## src/rtl/mmr_intr_pkg.sv

```systemverilog
// Shared constants and types for the interrupt status/mask register block.
package mmr_intr_pkg;

  // Register offsets within one source's 4-word window (addr[1:0]).
  localparam logic [1:0] MMR_INTR_ISR     = 2'd0;
  localparam logic [1:0] MMR_INTR_IMR     = 2'd1;
  localparam logic [1:0] MMR_INTR_IMR_SET = 2'd2;
  localparam logic [1:0] MMR_INTR_IMR_CLR = 2'd3;

  // Register-port access sequencer states.
  typedef enum logic [1:0] {
    IDLE = 2'd0,
    ACK  = 2'd1,
    WAIT = 2'd2
  } acc_state_e;

endpackage

```

## src/rtl/mmr_intr_interface.sv

```systemverilog
// Bundle between the interrupt event producers (master) and the
// register-side controller (slave).
interface mmr_intr_interface #(
  parameter int N     = 4,
  parameter int WIDTH = 32
);
  logic [N-1:0][WIDTH-1:0] isr_pulses;
  logic [N-1:0][WIDTH-1:0] isr;
  logic [N-1:0][WIDTH-1:0] imr;
  logic [N-1:0]            interrupts;

  modport slave  (input isr_pulses, output isr, output imr, output interrupts);
  modport master (output isr_pulses, input isr, input imr, input interrupts);
endinterface

```

## src/rtl/mmr_intr_bank.sv

```systemverilog
// Status/mask storage for a single interrupt source.
module mmr_intr_bank #(
  parameter int WIDTH = 32
) (
  input  logic             clock,
  input  logic             reset,
  input  logic [WIDTH-1:0] pulses,
  input  logic [WIDTH-1:0] w1c,
  input  logic             imr_we,
  input  logic             imr_set,
  input  logic             imr_clr,
  input  logic [WIDTH-1:0] wdata,
  output logic [WIDTH-1:0] isr,
  output logic [WIDTH-1:0] imr,
  output logic             irq
);

  // Sticky status: software clears via W1C, a same-cycle pulse wins.
  always_ff @(posedge clock or posedge reset) begin
    if (reset) isr <= '0;
    else       isr <= (isr & ~w1c) | pulses;
  end

  // Mask register: full write, bitwise set, or bitwise clear.
  always_ff @(posedge clock or posedge reset) begin
    if (reset)        imr <= '0;
    else if (imr_we)  imr <= wdata;
    else if (imr_set) imr <= imr | wdata;
    else if (imr_clr) imr <= imr & ~wdata;
  end

  assign irq = |(isr & imr);

endmodule

```

## src/rtl/mmr_intr_ctrl.sv

```systemverilog
// Interrupt controller: register-port decode, access sequencer and read mux
// in front of one status/mask bank per source.
//
// Register port handshake: the requester raises reg_req with reg_we,
// reg_addr and reg_wdata stable and holds them until it sees reg_ack.
// reg_ack is a single-cycle pulse, one cycle after reg_req is first seen in
// IDLE; reg_rdata is valid only in that cycle. A new access is accepted only
// after reg_req has been observed low, so each request yields one access.
module mmr_intr_ctrl
  import mmr_intr_pkg::*;
#(
  parameter  int N      = 4,
  parameter  int WIDTH  = 32,
  localparam int ADDR_W = $clog2(N) + 2
) (
  input  logic              clock,
  input  logic              reset,
  mmr_intr_interface.slave  intr,
  input  logic              reg_req,
  input  logic              reg_we,
  input  logic [ADDR_W-1:0] reg_addr,
  input  logic [WIDTH-1:0]  reg_wdata,
  output logic              reg_ack,
  output logic [WIDTH-1:0]  reg_rdata,
  output logic [1:0]        fsm_state
);

  acc_state_e        state;
  logic              access;
  logic [ADDR_W-1:0] src;
  logic [1:0]        reg_sel;
  logic [N-1:0]      wr_hit;
  logic [WIDTH-1:0]  rd_val;
  logic [WIDTH-1:0]  isr_q [N];
  logic [WIDTH-1:0]  imr_q [N];
  logic [N-1:0]      irq;

  // An access is performed only in the cycle the request is seen in IDLE.
  assign access  = (state == IDLE) && reg_req;
  assign src     = reg_addr >> 2;
  assign reg_sel = reg_addr[1:0];

  // Per-source write select; sources at or beyond N never match.
  always_comb begin
    wr_hit = '0;
    for (int s = 0; s < N; s++) begin
      wr_hit[s] = access && reg_we && (src == ADDR_W'(s));
    end
  end

  for (genvar g = 0; g < N; g++) begin : g_bank
    mmr_intr_bank #(.WIDTH(WIDTH)) u_bank (
      .clock   (clock),
      .reset   (reset),
      .pulses  (intr.isr_pulses[g]),
      .w1c     ((wr_hit[g] && reg_sel == MMR_INTR_ISR) ? reg_wdata : '0),
      .imr_we  (wr_hit[g] && reg_sel == MMR_INTR_IMR),
      .imr_set (wr_hit[g] && reg_sel == MMR_INTR_IMR_SET),
      .imr_clr (wr_hit[g] && reg_sel == MMR_INTR_IMR_CLR),
      .wdata   (reg_wdata),
      .isr     (isr_q[g]),
      .imr     (imr_q[g]),
      .irq     (irq[g])
    );
  end

  // Present bank state on the interface.
  always_comb begin
    for (int s = 0; s < N; s++) begin
      intr.isr[s] = isr_q[s];
      intr.imr[s] = imr_q[s];
    end
  end

  assign intr.interrupts = irq;

  // Read mux over registered state, so pulses of the read cycle are not seen.
  always_comb begin
    rd_val = '0;
    for (int s = 0; s < N; s++) begin
      if (src == ADDR_W'(s)) begin
        case (reg_sel)
          MMR_INTR_ISR: rd_val = isr_q[s];
          MMR_INTR_IMR: rd_val = imr_q[s];
          default:      rd_val = '0;
        endcase
      end
    end
  end

  // Access sequencer with registered ack and read data.
  always_ff @(posedge clock or posedge reset) begin
    if (reset) begin
      state     <= IDLE;
      reg_ack   <= 1'b0;
      reg_rdata <= '0;
    end else begin
      case (state)
        IDLE: begin
          if (reg_req) begin
            state     <= ACK;
            reg_ack   <= 1'b1;
            reg_rdata <= reg_we ? '0 : rd_val;
          end
        end
        ACK: begin
          state     <= WAIT;
          reg_ack   <= 1'b0;
          reg_rdata <= '0;
        end
        WAIT: begin
          if (!reg_req) state <= IDLE;
        end
        default: begin
          state     <= IDLE;
          reg_ack   <= 1'b0;
          reg_rdata <= '0;
        end
      endcase
    end
  end

  assign fsm_state = state;

endmodule

```

## src/flat_wrapper.sv

```systemverilog
// flat-port wrapper written by rule: the top's interface ports become plain ports
module mmr_intr_ctrl_flat import mmr_intr_pkg::*;
#(
  parameter  int N      = 4,
  parameter  int WIDTH  = 32,
  localparam int ADDR_W = $clog2(N) + 2
)
  (clock, reset, reg_req, reg_we, reg_addr, reg_wdata, reg_ack, reg_rdata, fsm_state, intr_isr_pulses, intr_isr, intr_imr, intr_interrupts);
  mmr_intr_interface #(.N(N), .WIDTH(WIDTH)) intr_i ();
  input  logic clock;
  input  logic reset;
  input  logic reg_req;
  input  logic reg_we;
  input  logic [ADDR_W-1:0] reg_addr;
  input  logic [WIDTH-1:0] reg_wdata;
  output logic reg_ack;
  output logic [WIDTH-1:0] reg_rdata;
  output logic [1:0] fsm_state;
  input wire logic [$bits(intr_i.isr_pulses)-1:0] intr_isr_pulses;
  output wire logic [$bits(intr_i.isr)-1:0] intr_isr;
  output wire logic [$bits(intr_i.imr)-1:0] intr_imr;
  output wire logic [$bits(intr_i.interrupts)-1:0] intr_interrupts;
  assign intr_i.isr_pulses = intr_isr_pulses;
  assign intr_isr = intr_i.isr;
  assign intr_imr = intr_i.imr;
  assign intr_interrupts = intr_i.interrupts;
  mmr_intr_ctrl #(.N(N), .WIDTH(WIDTH)) u_core (.clock(clock), .reset(reset), .intr(intr_i), .reg_req(reg_req), .reg_we(reg_we), .reg_addr(reg_addr), .reg_wdata(reg_wdata), .reg_ack(reg_ack), .reg_rdata(reg_rdata), .fsm_state(fsm_state));
endmodule
```

## config.mk

```make
export PLATFORM = sky130hd
export DESIGN_NAME = mmr_intr_ctrl_flat
export DESIGN_NICKNAME = d
export VERILOG_FILES = /design/src/rtl/mmr_intr_pkg.sv /design/src/rtl/mmr_intr_interface.sv /design/src/rtl/mmr_intr_bank.sv /design/src/rtl/mmr_intr_ctrl.sv /design/src/flat_wrapper.sv
export SDC_FILE = /design/constraint.sdc
export NUM_CORES = 1
export LEC_CHECK = 0
export BUFFER_PORTS_ARGS = -buffer_cell sky130_fd_sc_hd__clkbuf_2
export CAP_MARGIN = 20
export CORE_UTILIZATION = 40
export DETAILED_ROUTE_END_ITERATION = 8
export PLACE_DENSITY = 0.72
export SLEW_MARGIN = 40
export SYNTH_ARGS = -nofsm -noshare
export SYNTH_HDL_FRONTEND = slang
export SYNTH_SLANG_ARGS = --single-unit
export TNS_END_PERCENT = 30
```

## constraint.sdc

```tcl
create_clock -name clock -period 11.8 [get_ports clock]
set_clock_uncertainty 0.05 [all_clocks]
set_input_delay 0.59 -clock clock [delete_from_list [all_inputs] [get_ports clock]]
set_output_delay 0.59 -clock clock [all_outputs]
set_load 0.1 [all_outputs]
```

==> reports/results.ini, run 1 <==
[sta]
period_share_pct=28.2
rsz0062_at_grt=no
worst_pin_slew_ns=0.798
fmax_mhz=300
hold_violations=0
layout_min_cycle_time_ns=3.33
fin_setup_tns_ns=0
report.final.slew_viol_count=0
max_slew_margin_pct=46.8
hold_ws_ns=0.105
setup-violations-final=0

[floorplanning]
fp.dieH_um=195
core_area_mm2=0.0367
start_util_pct=40.8
floorplan.die_area_mm2=0.0382
io_pins=463
die_x_um=195
fp-row-count=70

[global_routing]
grt_pass1_vias=14100
grt_pass1_wl_um=94200
grt_antenna_before_repair=0
overflow=0
globalRouteTotalUtil_pct=33.7
grt_max_degree=115

[setup_path]
r2r_slack_ns=9.28
path_class=flop to output pin
crit_chain=a22oi_1, nand4_1, or4_1, clkbuf_2
critPathCaptureType=output pin
path_max_fanout=5
rr_startpoint=u_core.fsm_state[0]
cpMaxStageDelayCell=a22oi_1
arrival_ns=2.69
start_kind=flop
worstPathRequired_ns=11.16
r2r_cells=4
worst_path_largest_cell_delay_ns=0.49

[finish]
post-route-util_pct=51.1
areaGrowthSynthToFinish_pct=25.2
drive_above_1_share_pct=28.6
n_antenna_cell=0
layout.cells.non_filler=2431
final-seq-area_mm2=0.00728
finalNetCount=2106
multi_input_area_mm2=0.00706
fillers=3428

[logic_synthesis]
synth_top_area_share_pct=48.7
seq_area_frac_synth_pct=48.7
synth-seq-cells=291
synth_area_per_cell_um2=9.68
synthCells=1546
synth_edf_count=0
yosysMostFrequentCell=dfrtp_1
yosys-top-cells-count=291 x dfrtp_1, 271 x nand2_1, 184 x o21ai_0
synth_nets=1714
ys_top_cells_by_area=dfrtp_1 49%, mux2i_1 11%, nand2_1 6.8%
yosys.area.top_type=dfrtp_1
async_flop_share_pct=100
yosys_warnings=0
synth_top_flop_cell=dfrtp_1
synth.distinct_cells=39
synth_area_mm2=0.0150

[place]
port_buffers=462
place.gp.congestion=0.911
dpl.hpwl_um=47700
dp.cells=2369

[drt]
wl_per_cell_um=26.8
first_pass_iters=8
drt_iter0_markers=1514
ant_nets=0
vias=14700
viasPerCell=6.05
routed_wl_um=65100
drc=0

[clock_network]
numCtsBuffers=35
holdBufCountCts=0
clock-sinks=291
root_buffer=clkbuf_16
cts_setup_buffers=0
clock_latency_ns=0.54
tritoncts=yes
cts_resized=0
cts_buffer_depth=3
cts.clk_slew.worst_paths_ns=0.06
h-tree-depth=2

[power]
ir_worst_vdd_mv=0.114
power_leakage_nw=8.28
p_per_area_mw_per_mm2=230

[flow_run]
maxCapViolations=0

[worst_hold_path]
hold_class=input pin to asynchronous set/reset pin

[run_status]
status=finished, final reports clean

layout by cell type, fill, tap and decap left out, types with 3 or more instances in the layout:
cell,n
a22oi_1,64
clkbuf_16,37
a21o_1,128
o21ai_1,15
o21ai_0,184
clkbuf_2,461
nand4_1,20
buf_6,5
clkinv_2,5
nor2b_1,24
o22ai_1,34
nor2_1,38
or4_1,4
a22o_1,32
dfrtp_1,291
bufinv_16,5
inv_1,12
nand2_1,270
nand2b_1,4
a21oi_1,18
nor3_2,5
nor3_4,3
clkbuf_1,7
mux2i_1,159
clkbuf_8,7
o211ai_1,86
buf_4,19
per-stage QoR:
step                      power (W)  instance area (um2)  setup slack, ns
final                       0.00431                18700             8.47
after global routing        0.00444                18700             8.42
after CTS                   0.00431                18700             8.49
after detailed placement    0.00314                17500             8.67
after global placement      0.00312                17500             8.66
after floorplan             0.00271                15000             3.13
how the worst max path moves through the flow:
stage	end	slack, ns	depth (start not counted)
2_1_floorplan	asynchronous set/reset pin	3.13	1
3_3_place_gp	flop	8.66	7
4_1_cts	intr_interrupts[2]	8.49	4
5_1_grt	intr_interrupts[2]	8.42	4
6_report	intr_interrupts[2]	8.47	4
3_5_place_dp	flop	8.67	7
report_power, final:
part	switching [W]	internal, W
logic	0.00149	0.000303
registers	0.000201	0.00114
clock network	0.000445	0.000726
total	0.00214	0.00217
final cells by class:
cell class	instances	share of cell area, %
timing repair buffer	485	13.4
clock buffer	51	5.60
inverter	14	0.361
multi-input combinational	1111	37.7
sequential	291	38.9
clock inverter	11	0.982
tap	468	3.13
cells by family (layout without fill, tap and decap cells):
logic type	count (synthesis)	count (layout)	synth area share, %
XOR/XNOR	1	1	0.0585
AND/OR/NAND/NOR	387	387	11.5
multiplexers	159	159	10.6
buffers and inverters	144	561	4.48
flip-flops	291	291	48.7
AO/OA/AOI/OAI	564	564	24.7
per-layer routing:
| metal | track usage (%) | wire [um] |
|---|---|---|
| met3 | 6.08 | 5690 |
| met4 | 15.0 | 2710 |
| met1 | 43.5 | 25600 |
| met5 | 0 | 0 |
| met2 | 55.0 | 31100 |
worst max-delay path: cells and delay by family (launching register included):
kind	cells	cell delay, ns
simple gates	2	0.77
buf+inv	1	0.40
compound gates	1	0.49
flops	1	0.48
No activity file was read; power rests on OpenSTA's default activity.
==> run 2, diff against run 1 <==
Settings changed: PLACE_DENSITY 0.72 to 0.74.
Clock period 11.8 ns to 2.9 ns, I/O delays scaled along.
==> reports/results.ini, run 2 (synthesis results as in run 1) <==
[power]
power_leakage_nw=8.90  ; +7.5%
ir_worst_vdd_mv=0.640  ; +460%
fin_total_pwr_w=0.0175  ; +310%
p_per_area_mw_per_mm2=865  ; +280%

[place]
dpl.hpwl_um=48500  ; +1.7%
place_area_mm2=0.0177  ; +1.3%
place.gp.congestion=0.939  ; +3.1%
port_buffers=462  ; unchanged
dp.cells=2386  ; +0.72%

[floorplanning]
fp-row-count=70  ; unchanged
io_pins=463  ; unchanged
fp.dieH_um=195  ; unchanged
floorplan.die_area_mm2=0.0382  ; unchanged
start_util_pct=40.8  ; unchanged
die_x_um=195  ; unchanged
core_area_mm2=0.0367  ; unchanged

[setup_path]
rr_startpoint=u_core.fsm_state[0]
arrival_ns=2.62  ; -0.07 ns
cp.depth=4  ; unchanged
r2r_end=u_core.g_bank[2].u_bank.isr[25]
critical_path.n_buffers_inverters=1  ; unchanged
critPathCaptureType=output pin
cpMaxStageDelayCell=or4_1
path_class=flop to output pin
worstPathRequired_ns=2.71  ; -8.45 ns
worst_path_largest_cell_delay_ns=0.57  ; +0.08 ns
path_max_fanout=4  ; -1
endpoint=intr_interrupts[0]
startpoint=u_core.g_bank[0].u_bank.isr[23]
r2r_cells=5  ; +1
crit_chain=a22oi_1, nand4_1, or4_1, clkbuf_2
path_delay_family=simple AND/OR/NAND/NOR gates
start_kind=flop
r2r_slack_ns=0.65  ; -8.63 ns

[finish]
final_cell_area_mm2=0.0202  ; +7.8%
layout.cells.non_filler=2579  ; +6.1%
n_antenna_cell=0  ; unchanged
areaGrowthSynthToFinish_pct=34.9
final_cell_mix=461 x clkbuf_2, 291 x dfrtp_1, 271 x nand2_1
finalNetCount=2257  ; +7.2%
post-route-util_pct=55.0  ; +4.0 points
fillers=3249  ; -5.2%
drive_above_1_share_pct=27.2  ; -1.4 points
layout_commonest_cell=clkbuf_2

[drt]
drc=0  ; unchanged
viasPerCell=5.98  ; -1.1%
vias=15400  ; +4.9%
drt_iter0_markers=1562  ; +3.2%
ant_nets=0  ; unchanged
wl_per_cell_um=26.2  ; -2.0%
first_pass_iters=5  ; -3
routed_wl_um=67600  ; +3.9%

[clock_network]
numCtsBuffers=35  ; unchanged
h-tree-depth=2  ; unchanged
cts_buffer_depth=3  ; unchanged
clock_latency_ns=0.56  ; +0.02 ns
clock-sinks=291  ; unchanged
cts_resized=0  ; unchanged
root_buffer=clkbuf_16
cts.clk_slew.worst_paths_ns=0.06  ; about the same
tritoncts=yes
cts_setup_buffers=0  ; unchanged

[sta]
fin_setup_tns_ns=0  ; unchanged
worst_pin_slew_ns=0.643  ; -0.155 ns
rsz0062_at_grt=no
period_share_pct=97.1
layout_min_cycle_time_ns=2.82
fmax_mhz=355
report.final.slew_viol_count=0  ; unchanged
max_slew_margin_pct=57.1  ; +10 points
hold_violations=0  ; unchanged
setup-violations-final=0  ; unchanged

[run_status]
status=finished, final reports clean

[global_routing]
grt_pass1_vias=15300  ; +8.5%
grt_antenna_before_repair=1  ; +1
grt_max_degree=87  ; -24%
grt_pass1_wl_um=99700  ; +5.9%
globalRouteTotalUtil_pct=35.3  ; +1.6 points
overflow=0  ; unchanged

[worst_hold_path]
hold_class=input pin to flop

[flow_run]
maxCapViolations=0  ; unchanged

run 2: changes by cell type in the layout (fill, tap and decap cells not counted), sizes merged:
cell         previous run  this run
buf                    24        41
clkinvlp                0         2
inv                    13        14
clkbuf                512       508
bufinv                  5         3
dlygate4sd3             0       134
run 2: repair_timing:
item / CTS / global route
endpoints found under the setup margin: 0 / 0
hold endpoints to repair: 226 / 0
hold buffers: 134 / 0
run 2: worst min path at each step:
| stage | start | end | slack, ns | depth (start not counted) |
|---|---|---|---|---|
| 2_1_floorplan | intr_isr_pulses[0] | u_core.g_bank[0].u_bank.isr[0] | 0.19 | 1 |
| 3_5_place_dp | reset | u_core.g_bank[0].u_bank.isr[16] | 0.14 | 2 |
| 3_3_place_gp | reset | u_core.g_bank[0].u_bank.isr[11] | 0.14 | 2 |
| 5_1_grt | reg_wdata[22] | flop | 0.04 | 3 |
| 4_1_cts | reg_wdata[28] | u_core.g_bank[2].u_bank.isr[28] | 0.009 | 3 |
| 6_report | reg_wdata[28] | u_core.g_bank[3].u_bank.isr[28] | 0.02 | 3 |
run 2: metrics by stage:
step | hold slack, ns | setup WS (ns)
CTS | 0.00865 | 0.163
global placement | 0.140 | 0.748
finish | 0.0226 | 0.0836
global route | 0.0350 | 0.0448
floorplan | 0.187 | -1.16
detailed placement | 0.141 | 0.693
run 2: power by group:
part	total, W	switching, W	internal (W)
clock network	0.00449	0.00182	0.00267
registers	0.00547	0.000817	0.00465
logic	0.00752	0.00614	0.00138
total	0.0175	0.00878	0.00869
run 2: routing by layer:
layer	part of all wire [%]	vias to the layer above	GRT usage, %
li1	-	6680	-
met5	0.018	-	0
met3	8.3	194	7.36
met2	47	868	57.0
met4	5.8	2	20.1
met1	39	7682	43.9
run 2: layout make-up:
cell class | count | area [um2] | area share, %
Sequential cell | 291 | 7280 | 36.1
Multi-Input combinational cell | 1111 | 7050 | 34.9
Timing Repair Buffer | 636 | 4070 | 20.2
Clock buffer | 47 | 992 | 4.91
Tap cell | 468 | 586 | 2.90
Clock inverter | 12 | 153 | 0.756
Inverter | 14 | 56.3 | 0.279
run 2: worst reg2reg max path: cells and delay by family (launching register included):
family	cells	cell delay, ns
and+or+nand+nor	3	1.18
DFF	1	0.47
buffers and inverters	1	0.25
AOI/OAI and AO/OA	1	0.21
==> run 3, diff against run 2 <==
Settings changed: CTS_BUF_LIST set to sky130_fd_sc_hd__clkbuf_4 sky130_fd_sc_hd__clkbuf_8 sky130_fd_sc_hd__clkbuf_16.
==> reports/results.ini, run 3 (synthesis results as in run 1) <==
[sta]
fmax_mhz=354  ; -0.19%
layout_setup_ws_ns=0.0783  ; -0.00522 ns
rsz0062_at_grt=no
worst_pin_slew_ns=0.656  ; +0.0128 ns
report.final.slew_viol_count=0  ; unchanged
layout_min_cycle_time_ns=2.82  ; +0.00522 ns
max_slew_margin_pct=56.3  ; -0.85 points
period_share_pct=97.3  ; +0.18 points
hold_violations=0  ; unchanged
setup-violations-final=0  ; unchanged

[floorplanning]
start_util_pct=40.8  ; unchanged
fp.dieH_um=195  ; unchanged
fp-row-count=70  ; unchanged
floorplan.die_area_mm2=0.0382  ; unchanged
die_x_um=195  ; unchanged
core_area_mm2=0.0367  ; unchanged
io_pins=463  ; unchanged

[finish]
layout_commonest_cell=clkbuf_2
final_cell_mix=461 x clkbuf_2, 291 x dfrtp_1, 271 x nand2_1
n_antenna_cell=0  ; unchanged
fillers=3242  ; -0.22%
finalNetCount=2257  ; unchanged
multi_input_area_mm2=0.00705  ; unchanged
drive_above_1_share_pct=27.5  ; +0.28 points
areaGrowthSynthToFinish_pct=35.1
final-seq-area_mm2=0.00728  ; unchanged

[global_routing]
globalRouteTotalUtil_pct=35.2  ; -0.075 points
grt_pass1_vias=15300  ; -0.34%
grt_antenna_before_repair=1  ; unchanged
grt_pass1_wl_um=99400  ; -0.33%
overflow=0  ; unchanged
grt_max_degree=87  ; unchanged

[drt]
drc=0  ; unchanged
routed_wl_um=67500  ; -0.22%
first_pass_iters=7  ; +2
ant_nets=0  ; unchanged
viasPerCell=6.00  ; +0.26%
wl_per_cell_um=26.2  ; -0.22%
drt_iter0_markers=1495  ; -4.3%
vias=15500  ; +0.26%

[flow_run]
maxCapViolations=0  ; unchanged

[setup_path]
r2r_end=u_core.g_bank[2].u_bank.isr[25]
path_max_fanout=4  ; unchanged
start_kind=flop
arrival_ns=2.63  ; about the same
path_class=flop to output pin
worstPathRequired_ns=2.71  ; about the same
critPathCaptureType=output pin
r2r_cells=5  ; unchanged
r2r_slack_ns=0.65  ; about the same
rr_startpoint=u_core.fsm_state[0]

[power]
p_per_area_mw_per_mm2=867  ; +0.22%
power_leakage_nw=8.92  ; +0.23%
ir_worst_vdd_mv=0.639  ; -0.19%
fin_total_pwr_w=0.0175  ; +0.33%

[place]
place.gp.congestion=0.939  ; unchanged
dpl_worst_slack_ns=0.693  ; unchanged
port_buffers=462  ; unchanged
dpl.hpwl_um=48500  ; unchanged

[clock_network]
clock_latency_ns=0.56  ; about the same
cts_resized=0  ; unchanged
root_buffer=clkbuf_16
h-tree-depth=2  ; unchanged
cts_buffer_depth=3  ; unchanged
clock-sinks=291  ; unchanged
holdBufCountCts=134  ; unchanged
cts_setup_buffers=0  ; unchanged
tritoncts=yes
numCtsBuffers=35  ; unchanged
cts.clk_slew.worst_paths_ns=0.06  ; about the same

[worst_hold_path]
hp-start=reg_wdata[28]
hold_depth=3  ; unchanged
hold_class=input pin to flop
min_to=u_core.g_bank[3].u_bank.isr[28]

[run_status]
status=finished, final reports clean

-- run 3: changes by cell type in the layout (fill, tap and decap cells not counted) --
cell      before  now
clkbuf_1       6    0
clkbuf_4       0    6
-- run 3: metal layers --
metal  track usage [%]  part of all wire, %  up-vias
met2              57.3                   47      900
li1                  -                    -     6674
met5                 0                0.018        -
met1              43.7                   38     7692
met3              7.51                  8.6      198
met4              19.2                  5.6        2
-- run 3: stage by stage --
stage	util (%)	instances	area, um2	hold WS, ns	setup TNS (ns)
floorplan	-	1546	15000	0.187	-336.45
global placement	48.2	2386	17700	0.140	0
detailed placement	48.2	2386	17700	0.141	0
CTS	55.1	2579	20200	0.00865	0
global route	55.1	2579	20200	0.0350	0
finish	55.1	2579	20200	0.0241	0
-- run 3: worst max-delay path by stage --
stage | startpoint | endpoint | slack (ns) | cells after the start
detailed placement | u_core.fsm_state[0] | u_core.g_bank[2].u_bank.isr[24] | 0.69 | 5
floorplan | reset | asynchronous set/reset pin | -1.16 | 1
global route | flop | intr_interrupts[0] | 0.04 | 4
finish | u_core.g_bank[0].u_bank.isr[23] | intr_interrupts[0] | 0.08 | 4
CTS | u_core.g_bank[2].u_bank.isr[25] | intr_interrupts[2] | 0.16 | 4
global placement | u_core.fsm_state[0] | u_core.g_bank[2].u_bank.isr[24] | 0.75 | 5
-- run 3: layout make-up --
cell class,instances,area share (%)
Clock inverter,12,0.755
Multi-Input combinational cell,1111,34.9
Sequential cell,291,36.0
Inverter,14,0.278
Timing Repair Buffer,636,20.1
Clock buffer,47,5.02
Tap cell,468,2.90
-- run 3: critical path, cell delays in order (launching register included) --
cell and delay (ns):
dfrtp_1 0.42, a22oi_1 0.48, nand4_1 0.21, or4_1 0.57, clkbuf_2 0.39
-- run 3: power breakdown --
part,total [W],internal (W),switching (W),leakage [nW]
Combinational,0.00751,0.00138,0.00614,5.23
Clock,0.00455,0.00272,0.00183,0.585
Sequential,0.00547,0.00465,0.000822,3.11
Total,0.0175,0.00875,0.00878,8.92
